==> src/rtl/lieat_ifu_pcgen.sv <==
// lieat_ifu_pcgen: next-fetch-PC generator for the IFU.
// Takes the predecode fields of the instruction at the head of the fetch
// buffer and applies static prediction to pick the next fetch address:
// JAL is always taken, conditional branches are taken only when backward,
// JALR is taken once its base register can be read, and ecall/mret
// targets come from a CSR. FENCE.I stalls fetch until the ICache reports
// that invalidation is complete. An EXU flush overrides everything.
//
//  state          | meaning
//  ---------------+----------------------------------------------------------
//  ST_RUN         | fetch request valid, instructions accepted and predicted
//  ST_WAIT_RS1    | JALR accepted, base register busy; retry read every cycle
//  ST_WAIT_CSR    | CSR read issued last cycle; its data arrives this cycle
//  ST_WAIT_FENCEI | FENCE.I accepted; wait for invalidate/drain completion
module lieat_ifu_pcgen #(
    parameter int unsigned          XLEN     = 32,
    parameter logic [XLEN-1:0]      RESET_PC = 'h8000_0000
) (
    input  logic              clock_i,
    input  logic              reset_i,

    input  logic              inst_valid_i,
    output logic              inst_ready_o,
    input  logic [XLEN-1:0]   inst_pc_i,

    input  logic              dec_jal_i,
    input  logic              dec_jalr_i,
    input  logic              dec_bxx_i,
    input  logic              dec_csr_i,
    input  logic              dec_fencei_i,
    input  logic [XLEN-1:0]   dec_immb_i,
    input  logic [4:0]        dec_rs1_i,
    input  logic              dec_rs1en_i,
    input  logic [11:0]       dec_csridx_i,

    output logic              rs1_req_o,
    output logic [4:0]        rs1_idx_o,
    input  logic              rs1_busy_i,
    input  logic [XLEN-1:0]   rs1_rdata_i,

    output logic              csr_req_o,
    output logic [11:0]       csr_idx_o,
    input  logic [XLEN-1:0]   csr_rdata_i,

    input  logic              fencei_done_i,

    input  logic              flush_i,
    input  logic [XLEN-1:0]   flush_pc_i,

    output logic              npc_valid_o,
    input  logic              npc_ready_i,
    output logic [XLEN-1:0]   npc_o,

    output logic              pred_taken_o,
    output logic [XLEN-1:0]   pred_pc_o
);

    typedef enum logic [1:0] {
        ST_RUN         = 2'd0,
        ST_WAIT_RS1    = 2'd1,
        ST_WAIT_CSR    = 2'd2,
        ST_WAIT_FENCEI = 2'd3
    } state_e;

    localparam logic [XLEN-1:0] PC_STEP  = XLEN'(4);
    localparam logic [XLEN-1:0] MASK_LS1 = {{(XLEN-1){1'b1}}, 1'b0};
    localparam logic [XLEN-1:0] MASK_LS2 = {{(XLEN-2){1'b1}}, 2'b00};
    localparam logic [11:0]     CSR_MTVEC = 12'h305;

    state_e            state_q, state_d;
    logic [XLEN-1:0]   npc_q, npc_d;
    logic [XLEN-1:0]   imm_q, imm_d;
    logic [XLEN-1:0]   pc_q, pc_d;
    logic [4:0]        rs1_idx_q, rs1_idx_d;
    logic              rs1en_q, rs1en_d;
    logic [11:0]       csr_idx_q, csr_idx_d;
    logic              pred_taken_q, pred_taken_d;
    logic [XLEN-1:0]   pred_pc_q, pred_pc_d;

    logic              inst_ready;
    logic              rs1_req;
    logic [4:0]        rs1_idx;
    logic              csr_req;
    logic [11:0]       csr_idx;
    logic              npc_valid;

    // Candidate targets; all adders wrap modulo 2^XLEN.
    logic [XLEN-1:0]   seq_pc;
    logic [XLEN-1:0]   rel_pc;
    logic [XLEN-1:0]   jalr_now_pc;
    logic [XLEN-1:0]   jalr_held_pc;
    logic [XLEN-1:0]   csr_pc;
    logic [XLEN-1:0]   fencei_pc;
    logic              busy_now;
    logic              busy_held;

    // With rs1 disabled the JALR base is x0: never busy, value zero.
    assign busy_now     = rs1_busy_i & dec_rs1en_i;
    assign busy_held    = rs1_busy_i & rs1en_q;
    assign seq_pc       = inst_pc_i + PC_STEP;
    assign rel_pc       = inst_pc_i + dec_immb_i;
    assign jalr_now_pc  = ((dec_rs1en_i ? rs1_rdata_i : '0) + dec_immb_i) & MASK_LS1;
    assign jalr_held_pc = ((rs1en_q ? rs1_rdata_i : '0) + imm_q) & MASK_LS1;
    // mtvec (ecall) is word aligned; mepc (mret) only halfword aligned.
    assign csr_pc       = (csr_idx_q == CSR_MTVEC) ? (csr_rdata_i & MASK_LS2)
                                                   : (csr_rdata_i & MASK_LS1);
    assign fencei_pc    = pc_q + PC_STEP;

    // Next-state, next-PC and handshake/request decode.
    always_comb begin
        state_d      = state_q;
        npc_d        = npc_q;
        imm_d        = imm_q;
        pc_d         = pc_q;
        rs1_idx_d    = rs1_idx_q;
        rs1en_d      = rs1en_q;
        csr_idx_d    = csr_idx_q;
        pred_taken_d = pred_taken_q;
        pred_pc_d    = pred_pc_q;
        inst_ready   = 1'b0;
        rs1_req      = 1'b0;
        rs1_idx      = rs1_idx_q;
        csr_req      = 1'b0;
        csr_idx      = csr_idx_q;
        npc_valid    = 1'b0;

        unique case (state_q)
            ST_RUN: begin
                npc_valid  = 1'b1;
                rs1_idx    = dec_rs1_i;
                csr_idx    = dec_csridx_i;
                inst_ready = inst_valid_i & npc_ready_i & ~flush_i;
                if (inst_ready) begin
                    if (dec_jal_i) begin
                        npc_d        = rel_pc;
                        pred_taken_d = 1'b1;
                        pred_pc_d    = rel_pc;
                    end else if (dec_jalr_i) begin
                        rs1_req = 1'b1;
                        if (!busy_now) begin
                            npc_d        = jalr_now_pc;
                            pred_taken_d = 1'b1;
                            pred_pc_d    = jalr_now_pc;
                        end else begin
                            state_d   = ST_WAIT_RS1;
                            imm_d     = dec_immb_i;
                            rs1_idx_d = dec_rs1_i;
                            rs1en_d   = dec_rs1en_i;
                        end
                    end else if (dec_bxx_i) begin
                        if (dec_immb_i[XLEN-1]) begin
                            npc_d        = rel_pc;
                            pred_taken_d = 1'b1;
                            pred_pc_d    = rel_pc;
                        end else begin
                            npc_d        = seq_pc;
                            pred_taken_d = 1'b0;
                            pred_pc_d    = seq_pc;
                        end
                    end else if (dec_csr_i) begin
                        csr_req   = 1'b1;
                        csr_idx_d = dec_csridx_i;
                        state_d   = ST_WAIT_CSR;
                    end else if (dec_fencei_i) begin
                        pc_d    = inst_pc_i;
                        state_d = ST_WAIT_FENCEI;
                    end else begin
                        npc_d        = seq_pc;
                        pred_taken_d = 1'b0;
                        pred_pc_d    = seq_pc;
                    end
                end
            end

            ST_WAIT_RS1: begin
                rs1_req = 1'b1;
                if (!busy_held) begin
                    npc_d        = jalr_held_pc;
                    pred_taken_d = 1'b1;
                    pred_pc_d    = jalr_held_pc;
                    state_d      = ST_RUN;
                end
            end

            ST_WAIT_CSR: begin
                npc_d        = csr_pc;
                pred_taken_d = 1'b1;
                pred_pc_d    = csr_pc;
                state_d      = ST_RUN;
            end

            ST_WAIT_FENCEI: begin
                if (fencei_done_i) begin
                    npc_d        = fencei_pc;
                    pred_taken_d = 1'b0;
                    pred_pc_d    = fencei_pc;
                    state_d      = ST_RUN;
                end
            end

            default: begin
                state_d = ST_RUN;
            end
        endcase

        // Redirect beats any resolution completing in the same cycle.
        if (flush_i) begin
            state_d      = ST_RUN;
            npc_d        = flush_pc_i;
            pred_taken_d = 1'b0;
            pred_pc_d    = pred_pc_q;
        end
    end

    // State, fetch address and latched operands of pending work.
    always_ff @(posedge clock_i or posedge reset_i) begin
        if (reset_i) begin
            state_q      <= ST_RUN;
            npc_q        <= RESET_PC;
            imm_q        <= '0;
            pc_q         <= '0;
            rs1_idx_q    <= '0;
            rs1en_q      <= 1'b0;
            csr_idx_q    <= '0;
            pred_taken_q <= 1'b0;
            pred_pc_q    <= '0;
        end else begin
            state_q      <= state_d;
            npc_q        <= npc_d;
            imm_q        <= imm_d;
            pc_q         <= pc_d;
            rs1_idx_q    <= rs1_idx_d;
            rs1en_q      <= rs1en_d;
            csr_idx_q    <= csr_idx_d;
            pred_taken_q <= pred_taken_d;
            pred_pc_q    <= pred_pc_d;
        end
    end

    assign inst_ready_o = inst_ready;
    assign rs1_req_o    = rs1_req;
    assign rs1_idx_o    = rs1_idx;
    assign csr_req_o    = csr_req;
    assign csr_idx_o    = csr_idx;
    assign npc_valid_o  = npc_valid;
    assign npc_o        = npc_q;
    assign pred_taken_o = pred_taken_q;
    assign pred_pc_o    = pred_pc_q;

endmodule

==> config.mk <==
export PLATFORM = sky130hd
export DESIGN_NAME = lieat_ifu_pcgen
export DESIGN_NICKNAME = d
export VERILOG_FILES = /design/src/rtl/lieat_ifu_pcgen.sv
export SDC_FILE = /design/constraint.sdc
export NUM_CORES = 1
export LEC_CHECK = 0
export ABC_AREA = 1
export CORE_MARGIN = 2
export CORE_UTILIZATION = 48
export DETAILED_ROUTE_END_ITERATION = 7
export PLACE_DENSITY = 0.76
export SLEW_MARGIN = 40
export SYNTH_ARGS = -nofsm -noshare
export SYNTH_HDL_FRONTEND = slang
export SYNTH_SLANG_ARGS = --single-unit
==> constraint.sdc <==
create_clock -name clock_i -period 4.2 [get_ports clock_i]
set_clock_uncertainty 0.1 [all_clocks]
set_input_delay 0.42 -clock clock_i [delete_from_list [all_inputs] [get_ports clock_i]]
set_output_delay 0.42 -clock clock_i [all_outputs]
set_load 0.05 [all_outputs]
### Yosys cells after proc, flatten, opt, wreduce, memory -nomap -nowiden

Cells that the tools add are included.

| operators by class | value |
|---|---|
| equal/unequal tests | 20 |
| reduce and logical (&&, ||, !) cells | 7 |
| bitwise logic cells | 9 |
| mux-type cells | 52 |
| add/sub/neg operators | 5 |

Operators with widths:

| cell | number |
|---|---|
| 2-to-1 mux 32 bit | 13 |
| one-hot mux 32 bit (4 select lines) | 1 |
| adder 32 bit | 3 |
| adder 32 x 3 -> 32 bit (second input constant) | 2 |
| 2-to-1 mux 1 bit | 22 |
| 2-to-1 mux 2 bit | 11 |
| AND reduction 7 bit | 3 |
| inequality test 5 bit (second input constant) | 4 |
| == test 12 x 10 -> 1 bit (second input constant) | 1 |
| 2-to-1 mux 12 bit | 1 |
| inequality test 3 bit (second input constant) | 4 |
| inequality test 4 bit (second input constant) | 3 |
| inequality test 6 bit (second input constant) | 2 |
| AND reduction 6 bit | 2 |
| one-hot mux 2 bit (4 select lines) | 1 |
| inequality test 2 bit (second input constant) | 3 |
| 2-to-1 mux 5 bit | 1 |
| NOT 1 bit | 5 |
| AND reduction 5 bit | 1 |
| bitwise AND 1 bit | 4 |
| == test 2 bit (second input constant) | 2 |
| one-hot mux 1 bit (4 select lines) | 1 |
| == test 2 x 1 -> 1 bit (second input constant) | 1 |
| logical NOT 2 bit | 1 |
| one-hot mux 1 bit (2 select lines) | 1 |

| word-level totals | value |
|---|---|
| output and inout bits | 86 |
| bits in registers | 149 |
| logic and storage cells | 102 |
| input port bits | 190 |

### Depth between registers and ports, before layout

Gate-level depths: netlist (run 1).

| depth | value |
|---|---|
| depth after elaboration | 9 |
| depth in mapped cells | 24 |
| mapped depth without buffers | 22 |

### Least setup slack after synthesis (run 1)

OpenSTA, ideal clock, no wires.

| timing path | value |
|---|---|
| kind | flip-flop to output port |
| start point | register state_q[0] |
| end point | output port rs1_req_o |
| buffers on the path | 1 |
| arrival time | 3.487 ns |
| cell stages (with the launch flop) | 10 |
| setup slack | 0.193 ns |
| cell sequence | dfrtp_1 -> inv_1 -> ha_1 -> buf_2 -> inv_2 -> nor2_1 -> inv_1 -> nor2_1 -> inv_1 -> o21ai_0 |

| on the way | value |
|---|---|
| cells in the longest elaborated chain, start to end | 2 |
| elaborated cells on any way between the ends | 3 |
| classes of those cells | eq/ne: 1; mux: 1; reduce/logical: 1 |

RTL lines:

| element | RTL line | RTL |
|---|---|---|
| start: declaration | 70 | `state_e state_q, state_d;` |
| start signal: assignment | 228 | `state_q <= state_d;` |
| == test 2 x 1 -> 1 bit / logical NOT 2 bit (equally long branches) | 127 | `unique case (state_q)` |
| one-hot mux 1 bit (2 select lines) * | 127 |  |
| end: declaration | 36 | `output logic rs1_req_o,` |

Every way passes the cells marked *; elsewhere a longest branch is shown, timed or not.

### Worst setup path in the final report (run 1)

| timing path | value |
|---|---|
| start point | register state_q[1] |
| end point | output port csr_idx_o[7] |

| on the way | value |
|---|---|
| cells in the longest elaborated chain, start to end | 2 |

RTL lines:

| element | RTL line | RTL |
|---|---|---|
| logical NOT 2 bit | 127 |  |
| 2-to-1 mux 12 bit | 127 |  |
| end: declaration | 42 | `output logic [11:0] csr_idx_o,` |

No other way between the ends.

==> impl_results.md, run 1 <==
- Outcome: completed
- Initial Util: 0.491
- Mapped Cells: 2,698
- Util after Layout: 0.608
- Reg power frac: 0.214
- Clk pwr share: 0.156
- Fin crit share: 0.816
- Final setup fails: 0
- Clk sinks: 149
- IO buf count: 274
- Net Sw Frac: 0.552
- CP required: 3.68 ns
- Mapped Nets: 2,989
- Leakage Power: 0.0103 uW
- Commonest cells in the synthesized netlist: nand2_1, inv_1, nor2_1, nand3_1, a21oi_1
- Drc violations: 0
- Number of library cell types mapped by synthesis: 57
- Count of flip-flops with a built-in enable after synthesis: 0
- Worst path top cell family by delay: buffers and inverters
- Post-route ant nets: 0
- Area growth, synth to finish: 23.9%
- Crit path capture type: primary output
- CTS buffer count: 17
- CTS H-tree depth: 4
- 1st-iter DRT viols: 2,255
- Crit path cell chain: inv_1, ha_2, buf_4, nand2_1, o21ai_0, clkdlybuf4s50_1
- Core area: 0.0327 sq mm
- Max_slew headroom: 0.467
- Synthesis Warnings: 0
- Peak supply drop: 0.491 mV
- Full die area: 0.0349 sq mm
- CTS root buffer: clkbuf_16
- Die Span Y: 187 um
- Vias: 19,800
- Max Cap Violations: 0
- Dominant cells by area after synthesis: dfrtp_1, nand2_1, inv_1
- Pwr/cell area: 510 mW/mm^2
- Async SR Flop Fraction: 1.00
- Ports: 276
- Main synth FF type: dfrtp_1
- Average size of a mapped cell: 5.95 sq um
- Crit-path max cell delay: 0.86 ns
- Unrepaired setup endpoints after global routing: no
- Detailed Place HPWL: 62,600 um
- Worst-Margin Slew: 0.800 ns
- Total Routing Usage GR: 0.433
- Final Critical Period: 3.43 ns
- Max Fanout on Critical Path: 62
- Nets@finish: 3,248
- Initial antenna violation count: 1
- Sequential fraction of the synthesis area: 0.232
- CP Launch Type: flip-flop
- Routed vias/inst: 5.81
- CP max-delay cell: clkdlybuf4s50_1
- FF+latch count, synth: 149
- Clk slew on worst S/H paths: 0.07 ns
- Largest net degree at the start of global routing: 63
- Hold WS: 0.248 ns
- Total wire length: 76,200 um
- Most common cell in the netlist: nand2_1
- Share of layout cells above drive strength 1: 0.0535
- Die Span X: 187 um
- Critical path class: reg2out
- Post-CTS Resized: 0
- DRT Pass-1 Iters: 6
- Post-CTS Setup Bufs: 0
- Fmax: 0.292 GHz
- Vias in the first global route: 18,900
- Final Hold Vio Count: 0
- First-pass GRT wire length: 114,000 um
- Sum Neg Setup Slack: 0 ns
- Post-synth top area share: 0.231
- Num rows: 66
- Clk_lat worst skew: 0.47 ns
- WP data arrival: 2.91 ns
- GP Congestion: 1.09
- Power Internal: 4550 uW
- CTS Buffer Depth: 2
- Total power: 10,200 uW
- Psw: 5600 uW
- CTS tree: built
- Worst min path class: in2async
- Avg WL per Cell: 22.3 um
- Grt ovf: 0
- WP buf/inv: 3
- Power share of the combinational group: 0.629
- Syn Std Cell Area: 0.0160 sq mm
- Hold buffer count at cts: 0
- Yosys top cell by area: dfrtp_1
- Final Slew Violations: 0
stage by stage:
step	setup WS (ns)	area (sq um)	instances
2_1_floorplan	0.193	16000	2698
3_3_place_gp	0.536	19300	3379
3_5_place_dp	0.541	19300	3379
4_1_cts	0.772	19900	3411
5_1_grt	0.623	19900	3413
6_report	0.771	19900	3413
sequential cells by signal, summed over array words and instances, names as in the netlist:
name	flops
npc_o	32
pc_q	32
pred_pc_o	32
rs1_idx_q	5
imm_q	32
pred_taken_o	1
state_q	2
csr_idx_q	12
rs1en_q	1
per-layer routing:
metal  vias up  track usage  part of all wire
met2      1230        0.655              0.42
li1       9282            -                 -
met3       239       0.0931              0.11
met1      9068        0.556              0.40
met4         0        0.288             0.076
met5         -            0                 0
power by group through the flow:
stage,registers (uW),clock network [uW],logic [uW]
6_report,2180,1590,6390
5_1_grt,2220,1640,6720
4_1_cts,2160,1580,6250
3_5_place_dp,2180,0,6220
3_3_place_gp,2140,0,6120
2_1_floorplan,3190,0,2850
path summary, 6_finish.rpt:
| kind | start | end | slack, ns | cells past startpoint |
|---|---|---|---|---|
| min | reset_i | pred_pc_o[1] | 0.25 | 2 |
| max | state_q[1] | csr_idx_o[7] | 0.77 | 6 |
| max reg2reg | rs1en_q | npc_o[14] | 0.79 | 12 |
| max in group asynchronous | reset_i | pc_q[28] | 2.79 | 4 |
| min in group clock_i | npc_o[31] | npc_o[31] | 0.37 | 2 |
| min reg2reg | npc_o[31] | npc_o[31] | 0.37 | 2 |
layout make-up:
cell class / instances / area (sq um)
clock buffer: 17 / 425
antenna: 1 / 2.50
multi-input combinational: 2107 / 10600
clock inverter: 15 / 140
sequential: 149 / 3730
fill: 3152 / 12800
tap: 442 / 553
inverter: 375 / 1420
timing repair buffer: 307 / 3020
kinds of logic (layout without fill, tap and decap cells):
logic type	count (synthesis)	count (layout)	share of synthesized area
muxes	35	35	0.0246
adders and majority gates	101	101	0.0802
and+or+nand+nor	1519	1519	0.399
DFF	149	149	0.232
buffers and inverters	442	714	0.108
other	0	1	0
xor gates and xnor gates	17	17	0.00928
AOI/OAI and AO/OA	435	435	0.147
worst reg2reg max path: cells and delay by family (launching register included):
kind,cells,cell delay [ns]
and+or+nand+nor,3,0.65
adders and majority gates,1,0.27
buffers and inverters,2,0.43
AOI/OAI and AO/OA,6,1.51
DFF,1,0.34
placed cells by master, fill, tap and decap left out, types with 5 or more instances in the layout:
cell type / instances
a21oi_1: 176
a31oi_1: 15
and3_1: 7
buf_4: 31
clkbuf_16: 17
clkdlybuf4s50_1: 273
dfrtp_1: 148
ha_1: 97
inv_1: 360
inv_2: 11
inv_8: 5
mux2_2: 35
nand2_1: 900
nand3_1: 216
nand3b_1: 25
nand4_1: 34
nor2_1: 254
nor2_2: 7
nor2_4: 5
nor3_1: 31
nor4_1: 12
o211ai_1: 8
o21ai_0: 170
o21ai_1: 24
o21bai_1: 13
or2_2: 12
xor2_1: 14
(Power assumes the default switching activity.)
==> run 2: changes to the inputs <==
--- a/config.mk
+++ b/config.mk
@@ -9,7 +9,7 @@
 export CORE_MARGIN = 2
 export CORE_UTILIZATION = 48
 export DETAILED_ROUTE_END_ITERATION = 7
-export PLACE_DENSITY = 0.76
+export PLACE_DENSITY = 0.73
 export SLEW_MARGIN = 40
 export SYNTH_ARGS = -nofsm -noshare
 export SYNTH_HDL_FRONTEND = slang
==> constraint.sdc (replaced) <==
create_clock -name clock_i -period 3.4 [get_ports clock_i]
set_clock_uncertainty 0.1 [all_clocks]
set_input_delay 0.34 -clock clock_i [delete_from_list [all_inputs] [get_ports clock_i]]
set_output_delay 0.34 -clock clock_i [all_outputs]
set_load 0.05 [all_outputs]
==> run 2 against run 1 <==
  * The run now ends with DRC left
  * Final cell count grew 2.1%
  * Combinational power rose by 23%
  * Via count is essentially flat
  * Critical endpoint is now npc_o[22]
  * Largest cell class unchanged
  * Largest power group unchanged
==> impl_results.md, run 2 (same netlist as run 1, synthesis figures left out) <==
- Final Slew Violations: 0
- CTS tree: built
- Hold buffer count at cts: 0
- CTS H-tree depth: 4
- Reg power frac: 0.213
- Worst r2r path cells: 16
- Detailed Place HPWL: 59,600 um
- Initial antenna violation count: 0
- First-pass GRT wire length: 108,000 um
- Diode count: 0
- FF-to-FF Start: rs1en_q
- Vias in the first global route: 18,600
- Hold WS: 0.114 ns
- Clk pwr share: 0.159
- Final Hold Vio Count: 0
- Sum Neg Setup Slack: 0 ns
- Commonest cells after routing, fill and taps aside: nand2_1, inv_1, clkdlybuf4s50_1
- Commonest non-fill, non-tap cell in the layout: nand2_1
- Drc violations: 2
- Critical path class: in2reg
- Initial Util: 0.491
- Power Internal: 5810 uW
- Ports: 276
- Total wire length: 71,900 um
- Die Span X: 187 um
- Clk slew on worst S/H paths: 0.07 ns
- Fillers: 3,164
- Vias: 19,800
- Unrepaired setup endpoints after global routing: no
- Largest net degree at the start of global routing: 60
- Peak supply drop: 0.479 mV
- GP Congestion: 1.09
- Clk_lat worst skew: 0.46 ns
- Leakage Power: 0.0107 uW
- Crit path capture: npc_o[22]
- CTS Buffer Depth: 2
- Total Routing Usage GR: 0.407
- Pwr/cell area: 610 mW/mm^2
- Area growth, synth to finish: 27.9%
- Psw: 6700 uW
- DRT Pass-1 Iters: 8
- Max Fanout on Critical Path: 18
- Share of layout cells above drive strength 1: 0.0808
- Clk sinks: 149
- CP required: 3.65 ns
- Total power: 12,500 uW
- Avg WL per Cell: 20.6 um
- IO buf count: 274
- Dpl cells: 3,454
- WP data arrival: 3.49 ns
- Fin crit share: 0.952
- Failing checks: DRC
- Final Non-Filler Cells: 3,486
- Max Cap Violations: 0
- Core area: 0.0327 sq mm
- Num rows: 66
- Grt ovf: 0
- Power share of the combinational group: 0.628
- Final Critical Period: 3.24 ns
- Max_slew headroom: 0.351
- Routed vias/inst: 5.69
- Die Span Y: 187 um
- Outcome: finished with violations
- RR Endpoint: npc_o[30]
- Full die area: 0.0349 sq mm
- CP Launch Type: input port
- 1st-iter DRT viols: 2,099
- Reg-to-reg setup timing slack: 0.27 ns
- Worst Setup SP: dec_rs1en_i
- Fmax: 0.309 GHz
- Post-route ant nets: 0
- CTS root buffer: clkbuf_16
- CTS buffer count: 17
- Final setup fails: 0
- Worst min path class: in2async
- Crit path capture type: flip-flop
- Net Sw Frac: 0.536
- Nets@finish: 3,322
- Worst-Margin Slew: 0.959 ns
## run 2: through the flow
stage | area, sq um | setup WS (ns) | utilization
after floorplan | 16100 | 0.108 | -
after global placement | 19900 | -0.0808 | 0.610
after detailed placement | 19900 | -0.112 | 0.610
after CTS | 20500 | 0.305 | 0.628
after global routing | 20500 | 0.0240 | 0.628
final | 20500 | 0.163 | 0.628
## run 2: power by group through the flow
stage	sequential (uW)	combinational (uW)	clock, uW
final	2660	7860	1990
after global routing	2710	8340	2070
after CTS	2650	7710	2000
after detailed placement	2670	7680	0
after global placement	2650	7570	0
after floorplan	3940	3530	0
## run 2: worst min path at each step
stage / slack [ns] / start / cells after the start / endpoint
6_report: 0.11 / reset_i / 2 / pred_pc_o[0]
5_1_grt: 0.10 / reset_i / 2 / pred_pc_o[0]
4_1_cts: 0.09 / reset_i / 2 / pred_pc_o[0]
3_5_place_dp: 0.37 / npc_o[19] / 2 / npc_o[19]
3_3_place_gp: 0.36 / npc_o[31] / 2 / npc_o[31]
2_1_floorplan: 0.35 / pc_q[10] / 2 / pc_q[10]
## run 2: layout make-up
cell class / count / area [sq um] / share of cell area
clock buffers: 17 / 425 / 0.0207
repair buffers: 381 / 3640 / 0.177
flip-flops and latches: 149 / 3730 / 0.182
clock inverters: 15 / 159 / 0.00774
multi-input cells: 2107 / 10600 / 0.516
inverters: 375 / 1420 / 0.0691
well taps: 442 / 553 / 0.0269
## run 2: repair_timing
item | in CTS | in global routing
hold endpoints to repair | 0 | 0
gates resized for setup | 0 | 1
setup buffers | 0 | 0
endpoints found under the setup margin | 0 | 1
## run 2: worst max-delay path, cell delays in order
cell and delay, ns:
clkdlybuf4s50_1 0.45, buf_12 0.17, buf_12 0.15, nand2_1 0.05
inv_1 0.04, ha_1 0.35, nand2_1 0.13, nor2_1 0.20
inv_1 0.08, nor2_1 0.34, nand3_1 0.32, nand3_1 0.17
nand2_1 0.06, nand3_1 0.11, nand2_1 0.08, nand2_1 0.06
nand2_1 0.05, nand2_1 0.14, nand2_1 0.07, nand2_1 0.07
nand2_1 0.05
## run 2: routing by layer
layer | share of wire | GRT usage | vias up
li1 | - | - | 9408
met1 | 0.41 | 0.528 | 9076
met2 | 0.42 | 0.635 | 1160
met3 | 0.11 | 0.0931 | 186
met4 | 0.058 | 0.212 | 0
met5 | 0 | 0 | -
